--- config.mk ---
export PLATFORM = sky130hd
export DESIGN_NAME = aes64_crypt_fifo
export DESIGN_NICKNAME = d
export VERILOG_FILES = /design/src/rtl/aes64_pkg.sv /design/src/rtl/aes64_cipher_core.sv /design/src/rtl/aes64_crypt_fifo.sv
export SDC_FILE = /design/constraint.sdc
export NUM_CORES = 2
export LEC_CHECK = 0
export CORE_AREA = 8 8 421 423
export CTS_BUF_LIST = sky130_fd_sc_hd__clkbuf_8 sky130_fd_sc_hd__clkbuf_16
export CTS_CLUSTER_SIZE = 40
export DETAILED_ROUTE_END_ITERATION = 16
export DIE_AREA = 0 0 429 431
export PLACE_DENSITY = 0.71
export SLEW_MARGIN = 25
export SYNTH_ARGS = -nofsm -noshare
export SYNTH_HDL_FRONTEND = slang
export SYNTH_SLANG_ARGS = --single-unit
--- constraint.sdc ---
create_clock -name clk -period 20.3 [get_ports clk]
set_input_delay 5.075 -clock clk [delete_from_list [all_inputs] [get_ports clk]]
set_output_delay 5.075 -clock clk [all_outputs]
set_load 0.02 [all_outputs]
--- src/rtl/aes64_pkg.sv ---
// aes64_pkg: shared constants and helper functions for the 64-bit
// lightweight cipher. Holds the 4-bit S-box and its inverse, the round
// count, the rotate amounts, and the nibble-substitution, rotate and
// round-key functions used by aes64_cipher_core.
package aes64_pkg;

  localparam int ROUNDS    = 4;
  localparam int KEY_ROT   = 13;
  localparam int STATE_ROT = 8;

  localparam logic [3:0] SBOX [16] = '{
    4'hC, 4'h5, 4'h6, 4'hB, 4'h9, 4'h0, 4'hA, 4'hD,
    4'h3, 4'hE, 4'hF, 4'h8, 4'h4, 4'h7, 4'h1, 4'h2
  };

  localparam logic [3:0] INV_SBOX [16] = '{
    4'h5, 4'hE, 4'hF, 4'h8, 4'hC, 4'h1, 4'h2, 4'hD,
    4'hB, 4'h4, 4'h6, 4'h3, 4'h0, 4'h7, 4'h9, 4'hA
  };

  // A shift by 64 or more would be out of range, so reduce first and
  // treat a zero rotate as the identity.
  function automatic logic [63:0] rotl64(input logic [63:0] x, input int unsigned n);
    int unsigned m;
    m = n % 64;
    if (m == 0) return x;
    return (x << m) | (x >> (64 - m));
  endfunction

  function automatic logic [63:0] rotr64(input logic [63:0] x, input int unsigned n);
    int unsigned m;
    m = n % 64;
    if (m == 0) return x;
    return (x >> m) | (x << (64 - m));
  endfunction

  function automatic logic [63:0] sub_nibbles(input logic [63:0] x);
    logic [63:0] y;
    y = '0;
    for (int j = 0; j < 16; j++) y[4*j +: 4] = SBOX[x[4*j +: 4]];
    return y;
  endfunction

  function automatic logic [63:0] inv_sub_nibbles(input logic [63:0] x);
    logic [63:0] y;
    y = '0;
    for (int j = 0; j < 16; j++) y[4*j +: 4] = INV_SBOX[x[4*j +: 4]];
    return y;
  endfunction

  function automatic logic [63:0] round_key(input logic [63:0] key, input int unsigned i);
    return rotl64(key, KEY_ROT * i) ^ 64'(i);
  endfunction

endpackage

--- src/rtl/aes64_cipher_core.sv ---
// aes64_cipher_core: purely combinational encrypt and decrypt of one
// 64-bit block under a 64-bit key.
//   data_in [63:0] block to transform
//   key     [63:0] cipher key
//   enc_out [63:0] E(data_in, key)
//   dec_out [63:0] D(data_in, key)
module aes64_cipher_core
  import aes64_pkg::*;
(
  input  logic [63:0] data_in,
  input  logic [63:0] key,
  output logic [63:0] enc_out,
  output logic [63:0] dec_out
);

  logic [63:0] enc_s;
  logic [63:0] dec_s;

  always_comb begin
    enc_s = data_in;
    for (int i = 0; i < ROUNDS; i++)
      enc_s = rotl64(sub_nibbles(enc_s ^ round_key(key, i)), STATE_ROT);
    enc_out = enc_s ^ round_key(key, ROUNDS);
  end

  // Undo the rounds in reverse order: unrotate, inverse S-box, then key.
  always_comb begin
    dec_s = data_in ^ round_key(key, ROUNDS);
    for (int i = ROUNDS - 1; i >= 0; i--)
      dec_s = inv_sub_nibbles(rotr64(dec_s, STATE_ROT)) ^ round_key(key, i);
    dec_out = dec_s;
  end

endmodule

--- src/rtl/aes64_crypt_fifo.sv ---
// aes64_crypt_fifo: secure buffer. Writes are encrypted and pushed into
// a ciphertext FIFO; reads pop the oldest entry and decrypt it with the
// key presented at read time.
//   clk          rising-edge clock
//   rst          asynchronous active-low reset
//   data  [63:0] plaintext input
//   key   [63:0] cipher key for both directions (not stored)
//   we           write strobe: encrypt and push
//   re           read strobe: pop and decrypt
//   encrypt_data registered ciphertext of the last write strobe
//   decrypt_data registered plaintext of the last successful read
//   full / empty FIFO occupancy flags
module aes64_crypt_fifo
  import aes64_pkg::*;
#(
  parameter int DEPTH = 16
) (
  input  logic        clk,
  input  logic        rst,
  input  logic [63:0] data,
  input  logic [63:0] key,
  input  logic        we,
  input  logic        re,
  output logic [63:0] encrypt_data,
  output logic [63:0] decrypt_data,
  output logic        full,
  output logic        empty
);

  localparam int AW = $clog2(DEPTH);
  localparam logic [AW:0] FULL_CNT = (AW + 1)'(DEPTH);

  if (DEPTH < 2 || (DEPTH & (DEPTH - 1)) != 0) begin : g_bad_depth
    $error("aes64_crypt_fifo: DEPTH must be a power of two and at least 2");
  end

  logic [63:0]   mem_q [DEPTH];
  logic [AW-1:0] wr_ptr_q, wr_ptr_d;
  logic [AW-1:0] rd_ptr_q, rd_ptr_d;
  logic [AW:0]   count_q,  count_d;
  logic [63:0]   enc_q,    enc_d;
  logic [63:0]   dec_q,    dec_d;

  logic [63:0] wr_cipher, rd_plain;
  logic [63:0] wr_dec_unused, rd_enc_unused;
  logic        do_wr, do_rd;

  aes64_cipher_core u_wr_core (
    .data_in (data),
    .key     (key),
    .enc_out (wr_cipher),
    .dec_out (wr_dec_unused)
  );

  aes64_cipher_core u_rd_core (
    .data_in (mem_q[rd_ptr_q]),
    .key     (key),
    .enc_out (rd_enc_unused),
    .dec_out (rd_plain)
  );

  // Flags come from the pre-edge count, so a full FIFO still pops and
  // an empty FIFO never bypasses the incoming write to the read side.
  assign do_wr = we && (count_q != FULL_CNT);
  assign do_rd = re && (count_q != '0);

  always_comb begin
    wr_ptr_d = wr_ptr_q;
    rd_ptr_d = rd_ptr_q;
    count_d  = count_q;
    enc_d    = enc_q;
    dec_d    = dec_q;
    if (we)    enc_d    = wr_cipher;
    if (do_wr) wr_ptr_d = wr_ptr_q + 1'b1;
    if (do_rd) begin
      dec_d    = rd_plain;
      rd_ptr_d = rd_ptr_q + 1'b1;
    end
    if (do_wr && !do_rd)      count_d = count_q + 1'b1;
    else if (do_rd && !do_wr) count_d = count_q - 1'b1;
  end

  always_ff @(posedge clk or negedge rst) begin
    if (!rst) begin
      wr_ptr_q <= '0;
      rd_ptr_q <= '0;
      count_q  <= '0;
      enc_q    <= '0;
      dec_q    <= '0;
    end else begin
      wr_ptr_q <= wr_ptr_d;
      rd_ptr_q <= rd_ptr_d;
      count_q  <= count_d;
      enc_q    <= enc_d;
      dec_q    <= dec_d;
    end
  end

  // Storage is deliberately not reset; stale entries are unreachable
  // once the pointers and count are cleared.
  always_ff @(posedge clk) begin
    if (do_wr) mem_q[wr_ptr_q] <= wr_cipher;
  end

  assign encrypt_data = enc_q;
  assign decrypt_data = dec_q;
  assign full         = (count_q == FULL_CNT);
  assign empty        = (count_q == '0);

endmodule

# Yosys cells after proc, flatten, opt, wreduce, memory -nomap -nowiden
# Memories as Yosys holds them, arrays and structs flattened.
# Cells that the tools add are included.
word_totals:
  regBits: 141
  latchBits: 0
  ramBits: 1024
  romBits: 8192
  inputBits: 132
  out_inout_bits: 130
  wordCells: 691
  n_memories: 129
mem_list:
  columns: ["name", "words", "width", "read_ports", "rd_ports_with_merged_regs", "wr", "line", "source"]
  rows:
  - ["mem_q", 16, 64, 1, 0, 1, "aes64_crypt_fifo.sv:37", "logic [63:0] mem_q [DEPTH];"]
  - ["(no name shown)", 16, 4, 1, 0, 0, "aes64_pkg.sv:40", "for (int j = 0; j < 16; j++) y[4*j +: 4] = SBOX[x[4*j +: 4]];"]
  - ["(no name shown)", 16, 4, 1, 0, 0, "aes64_pkg.sv:40", null]
  - ["(no name shown)", 16, 4, 1, 0, 0, "aes64_pkg.sv:40", null]
  - ["(no name shown)", 16, 4, 1, 0, 0, "aes64_pkg.sv:40", null]
  - ["(no name shown)", 16, 4, 1, 0, 0, "aes64_pkg.sv:40", null]
  - ["+123 memories", null, null, null, null, null, null, null]
classes:
  addsub: 4
  mul: 0
  div: 0
  n_lt_le_gt_ge: 128
  n_eq_ne: 2
  shifts: 0
  mux: 260
  bitwise_logic: 154
  n_reduce_logical: 9
ops:
  columns: ["cell", "count"]
  rows:
  - ["$mux 4", 256]
  - ["$ge 5x5->1 const B", 128]
  - ["$not 4->5", 128]
  - ["$xor 64x64->64", 10]
  - ["$or 56x64->64", 4]
  - ["$or 64x8->64", 4]
  - ["$or 64x13->64", 1]
  - ["$or 64x26->64", 1]
  - ["$or 64x39->64", 1]
  - ["$or 64x52->64", 1]
  - ["$mux 5", 2]
  - ["$add 4x1->4 const B", 2]
  - ["$add 5x1->5 const B", 1]
  - ["$eq 5x5->1 const B", 1]
  - ["$logic_not 5->1", 1]
  - ["$ne 5x5->1 const B", 1]
  - ["$reduce_bool 5->1", 1]
  - ["$sub 5x1->5 const B", 1]
  - ["$logic_and 1x1->1", 4]
  - ["$not 1->1", 3]
  - ["$logic_not 1->1", 2]
  - ["$mux 1", 2]
  - ["$not 2->2", 1]
  - ["$reduce_bool 2->1", 1]

# Depth between registers and ports, before layout
depth:
  word_depth: 27
  depth_mapped: 44
  depth_no_buf: 36

# Modules after synthesis
# From an unflattened synthesis, not the netlist that was laid out.
unflattened:
  cells_unflattened: 12165
  area_unflattened_um2: 117395.1
by_module_without_submodules:
  columns: ["module", "instances", "cells_per_inst", "area_each_um2"]
  rows:
  - ["aes64_crypt_fifo", 1, 2401, 44644.1]
  - ["aes64_cipher_core (u_wr_core)", 1, 5092, 37465.9]
  - ["aes64_cipher_core (u_rd_core)", 1, 4672, 35285.1]

# Worst setup path before layout
# OpenSTA, ideal clock, no wires.
synth_timing:
  path_kind: "input -> register"
  start: "input port key[25]"
  end: "register dec_q[45] (netlist: decrypt_data[45])"
  setup_ns: 0.069
  arrival_time_ns: 11.913
  t_required_ns: 20.231
  slack_ns: 8.318
  cell_stages: 33
  path_cell_list: "clkbuf_1 > inv_2 > xnor2_2 > ha_1 > and2_1 > o32ai_2 > xnor2_2 > inv_2 > clkbuf_1 > ha_1 > or2_2 > a211oi_1 > nor3_1 > a31oi_1 > xor2_2 > inv_2 > ha_1 > inv_1 > mux4_2 > xnor2_2 > inv_1 > ha_1 > nand2_1 > mux2i_1 > a22o_1 > a32oi_1 > o311ai_0 > o31ai_1 > a32oi_1 > a2111o_1 > o32a_1 > a311o_1 > nand3_1"
synth_between:
  elab_chain_len: 26
synth_rtl:
  columns: ["element", "line", "source"]
  rows:
  - ["from (decl)", "aes64_crypt_fifo.sv:21", "input logic [63:0] key,"]
  - ["$or 64x52->64", null, null]
  - ["$xor 64x64->64", "aes64_cipher_core.sv:28", "dec_s = data_in ^ round_key(key, ROUNDS);"]
  - ["$or 56x64->64", "aes64_pkg.sv:34", "return (x >> m) | (x << (64 - m));"]
  - ["$not 4->5 (not written as such)", "aes64_pkg.sv:47", "for (int j = 0; j < 16; j++) y[4*j +: 4] = INV_SBOX[x[4*j +: 4]];"]
  - ["$mem_v2 16x4", null, null]
  - ["$mux 4 (not written as such) (2 in series)", "aes64_pkg.sv:47", null]
  - ["$xor 64x64->64", "aes64_cipher_core.sv:30", "dec_s = inv_sub_nibbles(rotr64(dec_s, STATE_ROT)) ^ round_key(key, i);"]
  - ["$or 56x64->64", "aes64_pkg.sv:34", null]
  - ["[... 7 more ...]", null, null]
  - ["$mem_v2 16x4", null, null]
  - ["$mux 4 (not written as such) (2 in series)", "aes64_pkg.sv:47", null]
  - ["$xor 64x64->64", "aes64_cipher_core.sv:30", null]
  - ["$or 56x64->64", "aes64_pkg.sv:34", null]
  - ["$not 4->5 (not written as such)", "aes64_pkg.sv:47", null]
  - ["$mem_v2 16x4", null, null]
  - ["$mux 4 (not written as such) (2 in series)", "aes64_pkg.sv:47", null]
  - ["$xor 64x64->64", "aes64_cipher_core.sv:30", null]
  - ["to (signal assigned)", "aes64_crypt_fifo.sv:89", "dec_q <= '0;"]
  - ["to (signal assigned)", "aes64_crypt_fifo.sv:95", "dec_q <= dec_d;"]
  - ["to (decl)", "aes64_crypt_fifo.sv:42", "logic [63:0] dec_q, dec_d;"]
# Every way passes these cells. The select of a mux whose other input is x is not followed.
# A chain may end at the register's enable or synchronous reset.

# Final worst setup path
layout_timing:
  start: "input port key[36]"
  end: "register dec_q[57] (netlist: decrypt_data[57])"
# The elaborated chain is that of the path after synthesis.

==> impl_metrics.prom <==
# TYPE chip_impl_metric gauge
chip_impl_metric{name="syn-cell-area",unit="um2"} 84500
chip_impl_info{name="crit_path_start_kind",value="primary input"} 1
chip_impl_metric{name="floorplan.die_area",unit="um2"} 185000
chip_impl_metric{name="min_path_cells",unit=""} 2
chip_impl_metric{name="timing.final.crit_period",unit="ns"} 12.97
chip_impl_info{name="status",value="complete, no violations"} 1
chip_impl_metric{name="grtUsageTotal",unit="%"} 26.9
chip_impl_info{name="timing.critical_path.to_type",value="flop"} 1
chip_impl_metric{name="global_route_wire_length_before_repair",unit="mm"} 386
chip_impl_metric{name="number_of_pins_exceeding_their_max_slew_limit_in_the_final_report",unit=""} 0
chip_impl_metric{name="dieHeight",unit="um"} 431
chip_impl_metric{name="cp_slowest_stage_delay",unit="ns"} 0.86
chip_impl_metric{name="wirelength",unit="mm"} 261
chip_impl_metric{name="viasPerCell",unit=""} 6.50
chip_impl_metric{name="drive_gt1_share",unit="%"} 14.5
chip_impl_metric{name="placementRows",unit=""} 152
chip_impl_metric{name="synth_seq_cells",unit=""} 1165
chip_impl_metric{name="tightest_slew",unit="ns"} 1.06
chip_impl_metric{name="mapped_cells",unit=""} 7513
chip_impl_metric{name="cts_repair_resize_count",unit=""} 0
chip_impl_metric{name="compound_gate_fraction_of_synth_area",unit="%"} 14.1
chip_impl_metric{name="gp_congestion",unit=""} 0.941
chip_impl_info{name="setup_repair_after_global_routing_missed_its_margin",value="no"} 1
chip_impl_metric{name="synthDistinctLibCells",unit=""} 142
chip_impl_metric{name="first_global_vias",unit=""} 61500
chip_impl_metric{name="cap_viol_max_count",unit=""} 0
chip_impl_metric{name="post_cts_buffers",unit=""} 0
chip_impl_info{name="cts_tree",value="yes"} 1
chip_impl_metric{name="clkLatencyLatePin",unit="ns"} 0.75
chip_impl_metric{name="timing.reg2reg.worst_path_depth",unit=""} 33
chip_impl_metric{name="worstPathRequired",unit="ns"} 20.89
chip_impl_metric{name="synth_enable_flop_cells",unit=""} 1024
chip_impl_metric{name="via_count",unit=""} 65100
chip_impl_metric{name="finalHoldViolCount",unit=""} 0
chip_impl_metric{name="drt-wirelength-per-cell",unit="um"} 26.1
chip_impl_metric{name="critPathBufInv",unit=""} 5
chip_impl_metric{name="final.fill_count",unit=""} 13900
chip_impl_metric{name="yosys.area_share.simple",unit="%"} 11.6
chip_impl_metric{name="pin_count_of_the_biggest_net_entering_global_routing",unit=""} 110
chip_impl_metric{name="htreeDepth",unit=""} 3
chip_impl_metric{name="critical_path_peak_fanout",unit=""} 19
chip_impl_metric{name="antenna_found_initial",unit=""} 6
chip_impl_metric{name="num_cts_buffers",unit=""} 112
chip_impl_metric{name="setup_viol_count_final",unit=""} 0
chip_impl_metric{name="dp_hpwl",unit="mm"} 182
chip_impl_metric{name="clock-sinks",unit=""} 1165
chip_impl_metric{name="area_growth",unit="%"} 10.5
chip_impl_info{name="hold_path.class",value="reg -> reg"} 1
chip_impl_metric{name="synthesis.nets",unit=""} 8168
chip_impl_metric{name="detailroute.wirelength.met3",unit="mm"} 24.5
chip_impl_info{name="ys_dominant_reg_cell",value="sky130_fd_sc_hd__edfxtp_1"} 1
chip_impl_metric{name="regArea",unit="um2"} 34300
chip_impl_info{name="maxUsedRoutingLayer",value="met5"} 1
chip_impl_metric{name="multi_input_logic_area",unit="um2"} 46800
chip_impl_metric{name="drtPass1Iterations",unit=""} 6
chip_impl_metric{name="met2_length",unit="mm"} 119
chip_impl_metric{name="share_of_cell_area_taken_by_muxes_after_synthesis",unit="%"} 14.0
chip_impl_info{name="main_combinational_cell_family_by_area_after_synthesis",value="compound AO/OA/AOI/OAI gates"} 1
chip_impl_metric{name="synth_fa_ha_area_share",unit="%"} 7.84
chip_impl_metric{name="die-width",unit="um"} 429
chip_impl_metric{name="placeableCoreArea",unit="um2"} 171000
chip_impl_info{name="layout.cells.most_common_list",value="sky130_fd_sc_hd__edfxtp_1, sky130_fd_sc_hd__ha_1, sky130_fd_sc_hd__nor2_1, sky130_fd_sc_hd__xnor2_1, sky130_fd_sc_hd__nand2_1"} 1
chip_impl_metric{name="cts-root-to-sink-buffers",unit=""} 3
chip_impl_metric{name="clkTransAtPathRegs",unit="ns"} 0.06
chip_impl_metric{name="drt_iter0_drc",unit=""} 7935
chip_impl_metric{name="synth.yosys.seq_area_share",unit="%"} 40.6
chip_impl_metric{name="maxClockFrequency",unit="GHz"} 0.0771
chip_impl_metric{name="min_period_over_period",unit="%"} 63.9
chip_impl_metric{name="initial_utilization",unit="%"} 49.5
chip_impl_metric{name="dpl_cell_area",unit="um2"} 89300
chip_impl_metric{name="port_buffers",unit=""} 261
chip_impl_info{name="layout_commonest_cell",value="sky130_fd_sc_hd__edfxtp_1"} 1
chip_impl_metric{name="postSynth.asyncResetShare",unit="%"} 12.1
chip_impl_metric{name="yosysWarnings",unit=""} 0
chip_impl_metric{name="grt.overflow.total",unit=""} 0
chip_impl_metric{name="fin_setup_tns",unit="ns"} 0
chip_impl_metric{name="pin_count",unit=""} 262
chip_impl_metric{name="ant_nets",unit=""} 0
chip_impl_metric{name="relSlewSlack",unit="%"} 28.8
chip_impl_metric{name="post-route-drc-count",unit=""} 0
chip_impl_metric{name="final_area",unit="um2"} 93300
chip_impl_metric{name="cts_hold_repair.buffers",unit=""} 0
chip_impl_metric{name="cp_data_arrival_time",unit="ns"} 13.56
chip_impl_metric{name="cell_depth_of_the_worst_setup_path",unit=""} 31
chip_impl_info{name="path_delay_family",value="compound AO/OA/AOI/OAI gates"} 1
chip_impl_metric{name="synthXorXnorAreaFrac",unit="%"} 7.45
chip_impl_metric{name="finalNetCount",unit=""} 8341
chip_impl_info{name="root_buffer",value="sky130_fd_sc_hd__clkbuf_16"} 1
chip_impl_info{name="critPathKind",value="in -> reg"} 1
chip_impl_metric{name="wirelength_met1",unit="mm"} 105
chip_impl_metric{name="synth_area_per_inst",unit="um2"} 11.2
chip_impl_metric{name="finalClockSkew",unit="ns"} 0.0259
chip_impl_info{name="library_cell_contributing_the_largest_single_delay_on_the_critical_path",value="sky130_fd_sc_hd__a2111oi_0"} 1
-- final timing paths --
kind                       slack [ns]                           end                         start
min reg2reg                      0.48  decrypt_data[60]$_DFFE_PN0P_  decrypt_data[60]$_DFFE_PN0P_
max reg2reg                      8.91  decrypt_data[57]$_DFFE_PN0P_       rd_ptr_q[1]$_DFFE_PN0P_
max                              7.33  decrypt_data[57]$_DFFE_PN0P_                       key[36]
min in group asynchronous        4.38  encrypt_data[11]$_DFFE_PN0P_                           rst
min                              0.48  decrypt_data[60]$_DFFE_PN0P_  decrypt_data[60]$_DFFE_PN0P_
max in group asynchronous       14.64  decrypt_data[10]$_DFFE_PN0P_                           rst
-- cell type report --
class	count	area share [%]
Timing Repair Buffer	447	4.32
Sequential cell	1165	36.7
Clock inverter	89	0.956
Multi-Input combinational cell	5543	50.1
Tap cell	2233	2.99
Antenna cell	4	0.0107
Inverter	417	1.68
Clock buffer	122	3.15
-- logic make-up after synthesis --
group	after synthesis
AND/OR/NAND/NOR	1930
AO/OA/AOI/OAI	1650
flip-flops	1165
buffers and inverters	805
multiplexers	783
XOR/XNOR	650
adder cells (fa/ha/maj)	530
-- state kept, by name, summed over array words and instances (netlist names) --
name	flops
count_q	5
decrypt_data	64
rd_ptr_q	4
wr_ptr_q	4
mem_q	1024
encrypt_data	64
-- cells in the mapped netlist (51+ instances only) --
library cell	instances	area (um2)
sky130_fd_sc_hd__a211oi_1	140	1050
sky130_fd_sc_hd__a21oi_1	307	1540
sky130_fd_sc_hd__a22oi_1	69	518
sky130_fd_sc_hd__a31oi_1	68	425
sky130_fd_sc_hd__and2_1	51	319
sky130_fd_sc_hd__buf_2	80	400
sky130_fd_sc_hd__buf_6	51	574
sky130_fd_sc_hd__clkbuf_1	185	694
sky130_fd_sc_hd__dfrtp_1	141	3530
sky130_fd_sc_hd__edfxtp_1	1024	30700
sky130_fd_sc_hd__ha_1	522	6530
sky130_fd_sc_hd__inv_1	328	1230
sky130_fd_sc_hd__inv_2	61	229
sky130_fd_sc_hd__mux2_2	149	1680
sky130_fd_sc_hd__mux2i_1	326	3260
sky130_fd_sc_hd__mux4_2	301	6780
sky130_fd_sc_hd__nand2_1	439	1650
sky130_fd_sc_hd__nand3_1	193	966
sky130_fd_sc_hd__nand4_1	104	651
sky130_fd_sc_hd__nor2_1	462	1730
sky130_fd_sc_hd__nor3_1	200	1000
sky130_fd_sc_hd__nor4_1	107	669
sky130_fd_sc_hd__o211ai_1	131	983
sky130_fd_sc_hd__o21ai_0	239	1200
sky130_fd_sc_hd__or3_1	63	394
sky130_fd_sc_hd__xnor2_1	464	4060
sky130_fd_sc_hd__xor2_1	124	1090
-- per-layer routing --
metal / vias up / track usage, %
li1: 29200 / -
met1: 32300 / 35.9
met2: 3149 / 43.4
met3: 512 / 5.29
met5: - / 0
met4: 2 / 11.0
-- stage by stage --
step	worst slack, ns	util [%]	hold WS [ns]	instances
finish	7.33	54.7	0.481	10000
floorplan	8.32	-	0.469	7513
global placement	6.94	52.3	0.469	9802
detailed placement	6.75	52.4	0.473	9802
CTS	7.53	54.6	0.487	10000
global route	6.78	54.7	0.519	10000
-- worst min-delay path: stages (launching register included) --
cell and delay, ns:
sky130_fd_sc_hd__dfrtp_1 0.34, sky130_fd_sc_hd__nand2_1 0.05, sky130_fd_sc_hd__o21ai_0 0.06
Power is not shown: default switching activity piles up to over one toggle a cycle in this logic, so the estimate is an artifact.
